### config.mk
export PLATFORM = sky130hd
export DESIGN_NAME = tinyalu_arbiter_flat
export DESIGN_NICKNAME = d
export VERILOG_FILES = /design/src/rtl/tinyalu_ctrl_pkg.sv /design/src/rtl/tinyalu_arbiter_if.sv /design/src/rtl/tinyalu_rr_pick.sv /design/src/rtl/tinyalu_arbiter.sv /design/src/flat_wrapper.sv
export SDC_FILE = /design/constraint.sdc
export NUM_CORES = 1
export LEC_CHECK = 0
export CAP_MARGIN = 25
export CORE_MARGIN = 10
export CORE_UTILIZATION = 39
export DETAILED_ROUTE_END_ITERATION = 16
export PLACE_DENSITY = 0.78
export SLEW_MARGIN = 5
export SYNTH_ARGS = -nofsm -noshare
export SYNTH_HDL_FRONTEND = slang
export SYNTH_SLANG_ARGS = --single-unit
### constraint.sdc
create_clock -name clk -period 3.3 [get_ports clk]
set_input_delay 0.495 -clock clk [delete_from_list [all_inputs] [get_ports clk]]
set_output_delay 0.495 -clock clk [all_outputs]
set_load 0.01 [all_outputs]
### src/rtl/tinyalu_ctrl_pkg.sv
// Shared types and constants for the TinyALU control path.
// Used by the arbiter today and the multi-ALU scheduler next.
package tinyalu_ctrl_pkg;

    typedef enum logic [2:0] {
        no_op  = 3'b000,
        add_op = 3'b001,
        and_op = 3'b010,
        xor_op = 3'b011,
        mul_op = 3'b100,
        rst_op = 3'b111
    } operation_t;

    typedef logic [1:0] arb_state_t;

    localparam arb_state_t IDLE = 2'd0;
    localparam arb_state_t BUSY = 2'd1;
    localparam arb_state_t RESP = 2'd2;

    localparam int TIMEOUT_DEFAULT = 16;

    // Only these opcodes are forwarded to the ALU.
    function automatic logic is_alu_op(logic [2:0] op);
        case (op)
            add_op, and_op, xor_op, mul_op: return 1'b1;
            default:                        return 1'b0;
        endcase
    endfunction

endpackage

### src/rtl/tinyalu_arbiter_if.sv
// Requester and ALU bus bundle for the TinyALU arbiter.
// slave = arbiter side, master = requesters plus ALU side.
interface tinyalu_arbiter_if #(
    parameter int N_REQ = 4
);
    logic [N_REQ-1:0]      req_valid;
    logic [N_REQ-1:0][2:0] req_op;
    logic [N_REQ-1:0][7:0] req_a;
    logic [N_REQ-1:0][7:0] req_b;
    logic [N_REQ-1:0]      req_ready;
    logic [N_REQ-1:0]      rsp_valid;
    logic [15:0]           rsp_result;
    logic                  rsp_err;
    logic                  alu_start;
    logic [2:0]            alu_op;
    logic [7:0]            alu_a;
    logic [7:0]            alu_b;
    logic                  alu_done;
    logic [15:0]           alu_result;

    modport slave (
        input  req_valid, req_op, req_a, req_b,
        input  alu_done, alu_result,
        output req_ready, rsp_valid,
        output rsp_result, rsp_err,
        output alu_start, alu_op, alu_a, alu_b
    );

    modport master (
        output req_valid, req_op, req_a, req_b,
        output alu_done, alu_result,
        input  req_ready, rsp_valid,
        input  rsp_result, rsp_err,
        input  alu_start, alu_op, alu_a, alu_b
    );

endinterface

### src/rtl/tinyalu_rr_pick.sv
// Combinational round-robin picker: first valid index
// at or after rr_ptr, wrapping modulo N_REQ.
module tinyalu_rr_pick #(
    parameter  int N_REQ = 4,
    localparam int IW    = $clog2(N_REQ)
) (
    input  logic [N_REQ-1:0] req_valid,
    input  logic [IW-1:0]    rr_ptr,
    output logic [N_REQ-1:0] grant,
    output logic [IW-1:0]    grant_idx
);

    always_comb begin
        logic          found;
        logic [IW-1:0] j;
        grant     = '0;
        grant_idx = '0;
        found     = 1'b0;
        j         = '0;
        for (int i = 0; i < N_REQ; i++) begin
            j = IW'((32'(rr_ptr) + 32'(i)) % N_REQ);
            if (!found && req_valid[j]) begin
                found     = 1'b1;
                grant[j]  = 1'b1;
                grant_idx = j;
            end
        end
    end

endmodule

### src/rtl/tinyalu_arbiter.sv
// Round-robin arbiter sharing one TinyALU between N_REQ
// requesters; holds the ALU bus stable until done or timeout.
module tinyalu_arbiter
    import tinyalu_ctrl_pkg::*;
#(
    parameter int N_REQ          = 4,
    parameter int TIMEOUT_CYCLES = TIMEOUT_DEFAULT
) (
    input logic           clk,
    input logic           reset_n,
    tinyalu_arbiter_if.slave bus
);

    localparam int IW = $clog2(N_REQ);
    localparam int CW = $clog2(TIMEOUT_CYCLES + 1);

    arb_state_t       state;
    logic [IW-1:0]    rr_ptr;
    logic [IW-1:0]    own_idx;
    logic [IW-1:0]    gnt_idx;
    logic [N_REQ-1:0] gnt;
    logic [2:0]       op_q;
    logic [7:0]       a_q;
    logic [7:0]       b_q;
    logic [15:0]      res_q;
    logic             err_q;
    logic [CW-1:0]    tmo_cnt;
    logic             accept;
    logic [2:0]       new_op;
    logic [IW-1:0]    next_ptr;

    tinyalu_rr_pick #(
        .N_REQ(N_REQ)
    ) u_pick (
        .req_valid(bus.req_valid),
        .rr_ptr   (rr_ptr),
        .grant    (gnt),
        .grant_idx(gnt_idx)
    );

    assign accept = reset_n
                  && (state == IDLE)
                  && (|bus.req_valid);

    assign new_op   = bus.req_op[gnt_idx];
    assign next_ptr = (gnt_idx == IW'(N_REQ - 1))
                    ? '0 : gnt_idx + 1'b1;

    assign bus.req_ready = accept ? gnt : '0;

    assign bus.alu_start = (state == BUSY);
    assign bus.alu_op    = op_q;
    assign bus.alu_a     = a_q;
    assign bus.alu_b     = b_q;

    assign bus.rsp_valid  = (state == RESP)
        ? ({{(N_REQ-1){1'b0}}, 1'b1} << own_idx)
        : '0;
    assign bus.rsp_result = (state == RESP) ? res_q : '0;
    assign bus.rsp_err    = (state == RESP) ? err_q : 1'b0;

    always_ff @(posedge clk) begin
        if (!reset_n) begin
            state   <= IDLE;
            rr_ptr  <= '0;
            own_idx <= '0;
            op_q    <= '0;
            a_q     <= '0;
            b_q     <= '0;
            res_q   <= '0;
            err_q   <= 1'b0;
            tmo_cnt <= '0;
        end else begin
            case (state)
                IDLE: begin
                    if (accept) begin
                        op_q    <= new_op;
                        a_q     <= bus.req_a[gnt_idx];
                        b_q     <= bus.req_b[gnt_idx];
                        own_idx <= gnt_idx;
                        rr_ptr  <= next_ptr;
                        tmo_cnt <= '0;
                        if (is_alu_op(new_op)) begin
                            state <= BUSY;
                        end else begin
                            // no_op completes locally; the rest are errors
                            res_q <= '0;
                            err_q <= (new_op != no_op);
                            state <= RESP;
                        end
                    end
                end
                BUSY: begin
                    if (bus.alu_done) begin
                        res_q   <= bus.alu_result;
                        err_q   <= 1'b0;
                        tmo_cnt <= '0;
                        state   <= RESP;
                    end else if (tmo_cnt == CW'(TIMEOUT_CYCLES - 1)) begin
                        res_q   <= '0;
                        err_q   <= 1'b1;
                        tmo_cnt <= '0;
                        state   <= RESP;
                    end else begin
                        tmo_cnt <= tmo_cnt + 1'b1;
                    end
                end
                RESP:    state <= IDLE;
                default: state <= IDLE;
            endcase
        end
    end

endmodule

### src/flat_wrapper.sv
// flat-port wrapper written by rule: the top's interface ports become plain ports
module tinyalu_arbiter_flat import tinyalu_ctrl_pkg::*;
#(
    parameter int N_REQ          = 4,
    parameter int TIMEOUT_CYCLES = TIMEOUT_DEFAULT
)
  (clk, reset_n, bus_req_valid, bus_req_op, bus_req_a, bus_req_b, bus_alu_done, bus_alu_result, bus_req_ready, bus_rsp_valid, bus_rsp_result, bus_rsp_err, bus_alu_start, bus_alu_op, bus_alu_a, bus_alu_b);
  tinyalu_arbiter_if #(.N_REQ(N_REQ)) bus_i ();
  input logic clk;
  input logic reset_n;
  input wire logic [$bits(bus_i.req_valid)-1:0] bus_req_valid;
  input wire logic [$bits(bus_i.req_op)-1:0] bus_req_op;
  input wire logic [$bits(bus_i.req_a)-1:0] bus_req_a;
  input wire logic [$bits(bus_i.req_b)-1:0] bus_req_b;
  input wire logic [$bits(bus_i.alu_done)-1:0] bus_alu_done;
  input wire logic [$bits(bus_i.alu_result)-1:0] bus_alu_result;
  output wire logic [$bits(bus_i.req_ready)-1:0] bus_req_ready;
  output wire logic [$bits(bus_i.rsp_valid)-1:0] bus_rsp_valid;
  output wire logic [$bits(bus_i.rsp_result)-1:0] bus_rsp_result;
  output wire logic [$bits(bus_i.rsp_err)-1:0] bus_rsp_err;
  output wire logic [$bits(bus_i.alu_start)-1:0] bus_alu_start;
  output wire logic [$bits(bus_i.alu_op)-1:0] bus_alu_op;
  output wire logic [$bits(bus_i.alu_a)-1:0] bus_alu_a;
  output wire logic [$bits(bus_i.alu_b)-1:0] bus_alu_b;
  assign bus_i.req_valid = bus_req_valid;
  assign bus_i.req_op = bus_req_op;
  assign bus_i.req_a = bus_req_a;
  assign bus_i.req_b = bus_req_b;
  assign bus_i.alu_done = bus_alu_done;
  assign bus_i.alu_result = bus_alu_result;
  assign bus_req_ready = bus_i.req_ready;
  assign bus_rsp_valid = bus_i.rsp_valid;
  assign bus_rsp_result = bus_i.rsp_result;
  assign bus_rsp_err = bus_i.rsp_err;
  assign bus_alu_start = bus_i.alu_start;
  assign bus_alu_op = bus_i.alu_op;
  assign bus_alu_a = bus_i.alu_a;
  assign bus_alu_b = bus_i.alu_b;
  tinyalu_arbiter #(.N_REQ(N_REQ), .TIMEOUT_CYCLES(TIMEOUT_CYCLES)) u_core (.clk(clk), .reset_n(reset_n), .bus(bus_i));
endmodule
==> impl_metrics.json, run 1 <==
{
  "status": "complete, no violations",
  "die_x_microns": 112,
  "seqPwrFrac_pct": 20.0,
  "final-max-slew-violation-count": 0,
  "antenna_violating_nets_post_route": 0,
  "vias": 3622,
  "power.combinational.fraction_pct": 71.6,
  "grt_pass1_vias": 3628,
  "required_ps": 2800,
  "gp_congestion": 0.842,
  "core_area_sq_um": 8180,
  "end_kind": "output pin",
  "max-cap-violations": 0,
  "max_clock_freq_mhz": 316,
  "viasPerCell": 5.24,
  "final_nets": 693,
  "grt_start_max_net_pins": 42,
  "post-route-util_pct": 61.8,
  "final_hold_viol_count": 0,
  "layout.cell_area.non_filler_sq_um": 5060,
  "yosys.cell_count.top_type": "nor2_1",
  "yosys.cell_types.count": 57,
  "cts-root-to-sink-buffers": 2,
  "grt_use_total_pct": 16.4,
  "grt_pass1_wl_microns": 17400,
  "setup_viol_count_final": 0,
  "hold_ws_ps": 441,
  "firstDrtPassIters": 4,
  "cp_cell_instances": "inv_1 -> ha_4 -> mux4_2 -> buf_4 -> nor3_4 -> buf_4 -> a221oi_1 -> nor2_1 -> clkdlybuf4s15_1",
  "post_cts_hold_buffer_count": 0,
  "fin_crit_sh_pct": 96.0,
  "drive_above_1_share_pct": 11.8,
  "area_share_of_the_largest_cell_type_after_synthesis_pct": 28.7,
  "internal_mw": 2.21,
  "fraction_of_registers_with_async_set_reset_pct": 0,
  "arrival_ps": 2670,
  "ioPinCount": 144,
  "tritoncts": "yes",
  "clock-skew-final_ps": 6.46,
  "drc": 0,
  "layout-area-overhead-vs-synth_pct": 54.4,
  "max-slew-margin-rel_pct": 55.3,
  "post_syn_area_per_cell_sq_um": 7.53,
  "drt_iter0_markers": 163,
  "port-buffer-count": 143,
  "floorplan.initialDensity_pct": 40.1,
  "dieArea_sq_um": 12500,
  "crit_family": "buffers and inverters",
  "h_tree_levels": 2,
  "synth_flop_cell": "dfxtp_1",
  "synth-seq-cells": 47,
  "slew_of_the_pin_with_the_lowest_slew_margin_ps": 668,
  "hpwl_microns": 8670,
  "syn_nets": 543,
  "routedWlPerCell_microns": 15.9,
  "post_dp_cell_area_sq_um": 4930,
  "clk_transition_reported_paths_ps": 90,
  "worst_path_most_repeated_cell": "buf_4",
  "switching_share_pct": 45.6,
  "rows": 33,
  "ys_seq_area_share_pct": 28.7,
  "worst_path_largest_cell_delay_ps": 570,
  "synth.area.top_cells": "dfxtp_1 (29%), nor2_1 (8.4%), nand3_1 (6.7%)",
  "crit_buf_inv": 4,
  "start_kind": "flip-flop",
  "crit_slowest_cell": "mux4_2",
  "hp-class": "reg2reg",
  "powerDensity_nw_per_um2": 805,
  "placed_cells_incl_taps": 679,
  "highest_fanout_seen_on_the_critical_path": 9,
  "syn-cell-area_sq_um": 3270,
  "rsz0062_at_grt": "no",
  "p_leak_nw": 2.00,
  "synth_commonest_cells": "nor2_1 (73), nand2_1 (48), dfxtp_1 (47), nand3_1 (44), o21ai_1 (24)",
  "ctsRootBufferMaster": "clkbuf_8",
  "finalWirelength_microns": 11000,
  "grt.overflow.total": 0,
  "cts.sinks": 47,
  "cts_inserted_buffers": 5,
  "clockPowerShare_pct": 8.4,
  "p_total_mw": 4.07,
  "netSwitchingPower_mw": 1.86,
  "synthesis.instances": 435,
  "number_of_antenna_violations_at_the_first_check_in_global_routing": 0,
  "synth-edff-count": 0,
  "power.ir.vdd_worst_mv": 0.610,
  "timing.setup.critical_path_class": "reg2out",
  "synth_largest_area_cell": "dfxtp_1",
  "layout.cells.non_filler": 691,
  "min_period_ps": 3170,
  "yosys_warnings": 0,
  "antennaDiodeCount": 0,
  "clk-insertion-delay-late_ps": 290,
  "fp.dieH_microns": 112
}
==> registers in the layout (all words and copies together) (netlist names) <==
signal             count
u_core.bus.alu_a       8
u_core.bus.alu_b       8
u_core.bus.alu_op      3
u_core.err_q           1
u_core.own_idx         2
u_core.res_q          16
u_core.rr_ptr          2
u_core.state           2
u_core.tmo_cnt         5
==> cell usage in the layout (no fill, tap or decap), types with 5 or more instances in the layout <==
cell	count
nand2b_1	7
nand3_1	43
o21ai_0	15
inv_1	7
mux2i_1	6
dfxtp_1	45
ha_1	8
buf_4	28
and2_1	23
nor2_1	73
a22o_1	16
a21oi_1	11
clkdlybuf4s50_1	139
o21ai_1	24
a22oi_1	5
clkbuf_8	5
nand2_1	48
==> power groups by stage <==
stage / sequential [mW] / clock [mW] / combinational, mW
3_5_place_dp: 0.824 / 0 / 2.87
6_report: 0.812 / 0.342 / 2.92
4_1_cts: 0.813 / 0.354 / 2.89
3_3_place_gp: 0.817 / 0 / 2.80
2_1_floorplan: 0.863 / 0 / 1.85
5_1_grt: 0.831 / 0.378 / 3.22
==> per-layer routing <==
metal	vias up	part of all wire [%]	track usage [%]
li1	1832	-	-
met1	1669	40	17.8
met2	111	51	29.6
met3	10	7.3	5.26
met4	0	1.5	4.46
met5	-	0	0
==> cell type report <==
type / count / area (sq um)
Inverter: 9 / 33.8
Sequential cell: 47 / 943
Clock buffer: 5 / 68.8
Multi-Input combinational cell: 348 / 2170
Fill cell: 738 / 3120
Clock inverter: 3 / 20.0
Timing Repair Buffer: 174 / 1690
Tap cell: 105 / 131
==> path summary, 6_finish.rpt <==
check,start,to,slack (ps),cells past startpoint
worst min-delay path,u_core.tmo_cnt[4],u_core.tmo_cnt[4],440,2
worst min register to register,u_core.tmo_cnt[4],u_core.tmo_cnt[4],440,2
worst max-delay path,u_core.rr_ptr[1],bus_req_ready[0],130,9
worst max register to register,u_core.rr_ptr[1],u_core.res_q[0],180,11
==> logic make-up (layout without fill, tap and decap cells) <==
| family | Yosys count | after routing | share of synthesized area, % |
|---|---|---|---|
| buf+inv | 40 | 191 | 6.04 |
| flops | 47 | 47 | 28.7 |
| compound gates | 102 | 102 | 22.2 |
| simple gates | 224 | 224 | 33.6 |
| mux | 13 | 13 | 6.08 |
| fa+ha+maj | 9 | 9 | 3.44 |
==> metrics by stage <==
| step | TNS (ps) | setup WS (ps) |
|---|---|---|
| 2_1_floorplan | -310 | -34.4 |
| 3_3_place_gp | -655 | -41.3 |
| 3_5_place_dp | -3250 | -200 |
| 4_1_cts | 0 | 44.4 |
| 5_1_grt | 0 | 9.19 |
| 6_report | 0 | 133 |
==> worst min-delay path, stage by stage (launching register included) <==
cell     delay (ps)
dfxtp_1         320
nand2_1          50
nor2_1           30
==> what timing repair did <==
action                     CTS  global route
buffers inserted             2             2
pin swaps                    0             2
resized for setup            5             8
setup endpoints to repair    4            20
(Power assumes the default switching activity.)
==> inputs of run 2 (changes only) <==
--- a/config.mk
+++ b/config.mk
@@ -10,6 +10,7 @@
 export CORE_UTILIZATION = 39
 export DETAILED_ROUTE_END_ITERATION = 16
 export PLACE_DENSITY = 0.78
+export SKIP_CTS_REPAIR_TIMING = 1
 export SLEW_MARGIN = 5
 export SYNTH_ARGS = -nofsm -noshare
 export SYNTH_HDL_FRONTEND = slang
==> constraint.sdc (replaced) <==
create_clock -name clk -period 2.65 [get_ports clk]
set_input_delay 0.3975 -clock clk [delete_from_list [all_inputs] [get_ports clk]]
set_output_delay 0.3975 -clock clk [all_outputs]
set_load 0.01 [all_outputs]
==> run 2 against run 1 <==
Net effect: the flow now finishes with violations (setup timing); critical path depth increased by 2; register-to-register slack got worse by 500 ps; clock-buffer cell count unchanged; non-clock buffer count increased by 21; clock skew increased by 1.2 ps; utilization increased by 2.7 points; global-route usage increased by 0.68 points; clock power increased by 54%; power increased by 37%; sequential cell count unchanged; setup slack got worse by 470 ps; critical endpoint is now u_core.res_q[11]; largest cell class unchanged; highest routed layer unchanged.
==> impl_metrics.json, run 2 (synthesis results as in run 1) <==
{
  "post-route-util_pct": 64.6,
  "crit_slowest_cell": "mux4_2",
  "die_x_microns": 112,
  "clock-skew-final_ps": 7.62,
  "arrival_ps": 3180,
  "final_nets": 714,
  "hold_ws_ps": 441,
  "ctsRootBufferMaster": "clkbuf_8",
  "grt_use_met1_pct": 18.3,
  "power.ir.vdd_worst_mv": 0.544,
  "cts-root-to-sink-buffers": 2,
  "mostFrequentLayoutCells": "clkdlybuf4s50_1 (137), nor2_1 (73), nand2_1 (48), buf_4 (45), dfxtp_1 (45)",
  "tritoncts": "yes",
  "grtUsageMet2_pct": 31.5,
  "status": "complete, but fails checks",
  "cp_cell_instances": "clkdlybuf4s50_1 -> mux4_2 -> buf_4 -> nand2b_4 -> mux2i_1 -> nand4_1 -> or3_4 -> a31oi_4 -> a21oi_4 -> buf_12 -> a22o_1",
  "antennaDiodeCount": 0,
  "vias": 3714,
  "number_of_antenna_violations_at_the_first_check_in_global_routing": 0,
  "setup_viol_count_final": 36,
  "max-slew-margin-rel_pct": 62.7,
  "floorplan.initialDensity_pct": 40.1,
  "grt_pass1_vias": 3752,
  "grt_use_total_pct": 17.0,
  "highest_fanout_seen_on_the_critical_path": 17,
  "port-buffer-count": 143,
  "antenna_violating_nets_post_route": 0,
  "grt.overflow.total": 0,
  "drt_iter0_markers": 143,
  "max_clock_freq_mhz": 335,
  "cts.sinks": 47,
  "routedWlPerCell_microns": 15.9,
  "p_leak_nw": 2.15,
  "gp_congestion": 0.884,
  "grt_start_max_net_pins": 43,
  "slew_of_the_pin_with_the_lowest_slew_margin_ps": 559,
  "clk_transition_reported_paths_ps": 90,
  "layout.cell_area.non_filler_sq_um": 5280,
  "rows": 33,
  "violations": "setup timing",
  "cts_inserted_buffers": 5,
  "end_kind": "flip-flop",
  "h_tree_levels": 2,
  "timing.setup.critical_path_class": "in2reg",
  "finalWirelength_microns": 11300,
  "fin_crit_sh_pct": 113,
  "post_dp_cell_area_sq_um": 5060,
  "grt.busiest_layer": "met2",
  "max-cap-violations": 0,
  "grt_use_met3_pct": 6.01,
  "setup_tns_ps": -7210,
  "viasPerCell": 5.22,
  "drive_above_1_share_pct": 16.0,
  "min_period_ps": 2990,
  "ioPinCount": 144,
  "clk-insertion-delay-late_ps": 290,
  "final-max-slew-violation-count": 0,
  "final_common_cell": "clkdlybuf4s50_1",
  "start_kind": "input pin",
  "hp-class": "reg2reg",
  "worst_path_largest_cell_delay_ps": 570,
  "fp.dieH_microns": 112,
  "core_area_sq_um": 8180,
  "rsz0062_at_grt": "yes",
  "firstDrtPassIters": 4,
  "layout-area-overhead-vs-synth_pct": 61.2,
  "powerDensity_nw_per_um2": 1050,
  "required_ps": 2850,
  "drc": 0,
  "grt_pass1_wl_microns": 18300,
  "final_hold_viol_count": 0,
  "dieArea_sq_um": 12500,
  "hpwl_microns": 9130,
  "largest_register_ffs": 16,
  "largest_register": "u_core.res_q",
  "worst_slack_ps": -335
}
run 2: worst max-delay path, delay by kind of cell:
kind,cells,cell delay [ps]
buffers and inverters,3,860
muxes,2,770
and+or+nand+nor,3,720
AOI/OAI and AO/OA,3,440
run 2: report_power, final:
part	switching (mW)	total (mW)	leakage, nW	internal, mW
Sequential	0.103	1.01	0.387	0.903
Clock	0.242	0.526	0.0548	0.284
Combinational	2.09	4.03	1.71	1.93
Total	2.44	5.56	2.15	3.12
run 2: final timing paths:
kind / startpoint / end / slack [ps] / cells past startpoint
worst max register to register: u_core.rr_ptr[1] / u_core.res_q[11] / -320 / 11
worst max-delay path: bus_req_valid[2] / u_core.res_q[11] / -340 / 11
worst min register to register: u_core.tmo_cnt[4] / u_core.tmo_cnt[4] / 440 / 2
worst min-delay path: u_core.tmo_cnt[4] / u_core.tmo_cnt[4] / 440 / 2
run 2: routing by layer:
layer	vias to the layer above	wire (microns)
li1	1875	-
met1	1722	4480
met2	111	5910
met3	6	884
met4	0	72
met5	-	0
run 2: layout make-up:
type / count / area [sq um]
Fill cell: 722 / 2900
Multi-Input combinational cell: 348 / 2200
Timing Repair Buffer: 195 / 1850
Sequential cell: 47 / 943
Tap cell: 105 / 131
Clock buffer: 5 / 68.8
Clock inverter: 3 / 46.3
Inverter: 9 / 33.8
run 2: stage by stage:
stage | instances | total power [mW] | setup slack [ps]
detailed placement | 698 | 4.82 | -673
global placement | 698 | 4.70 | -552
floorplan | 435 | 3.47 | -684
finish | 712 | 5.56 | -335
CTS | 706 | 5.36 | -569
global route | 712 | 6.05 | -437
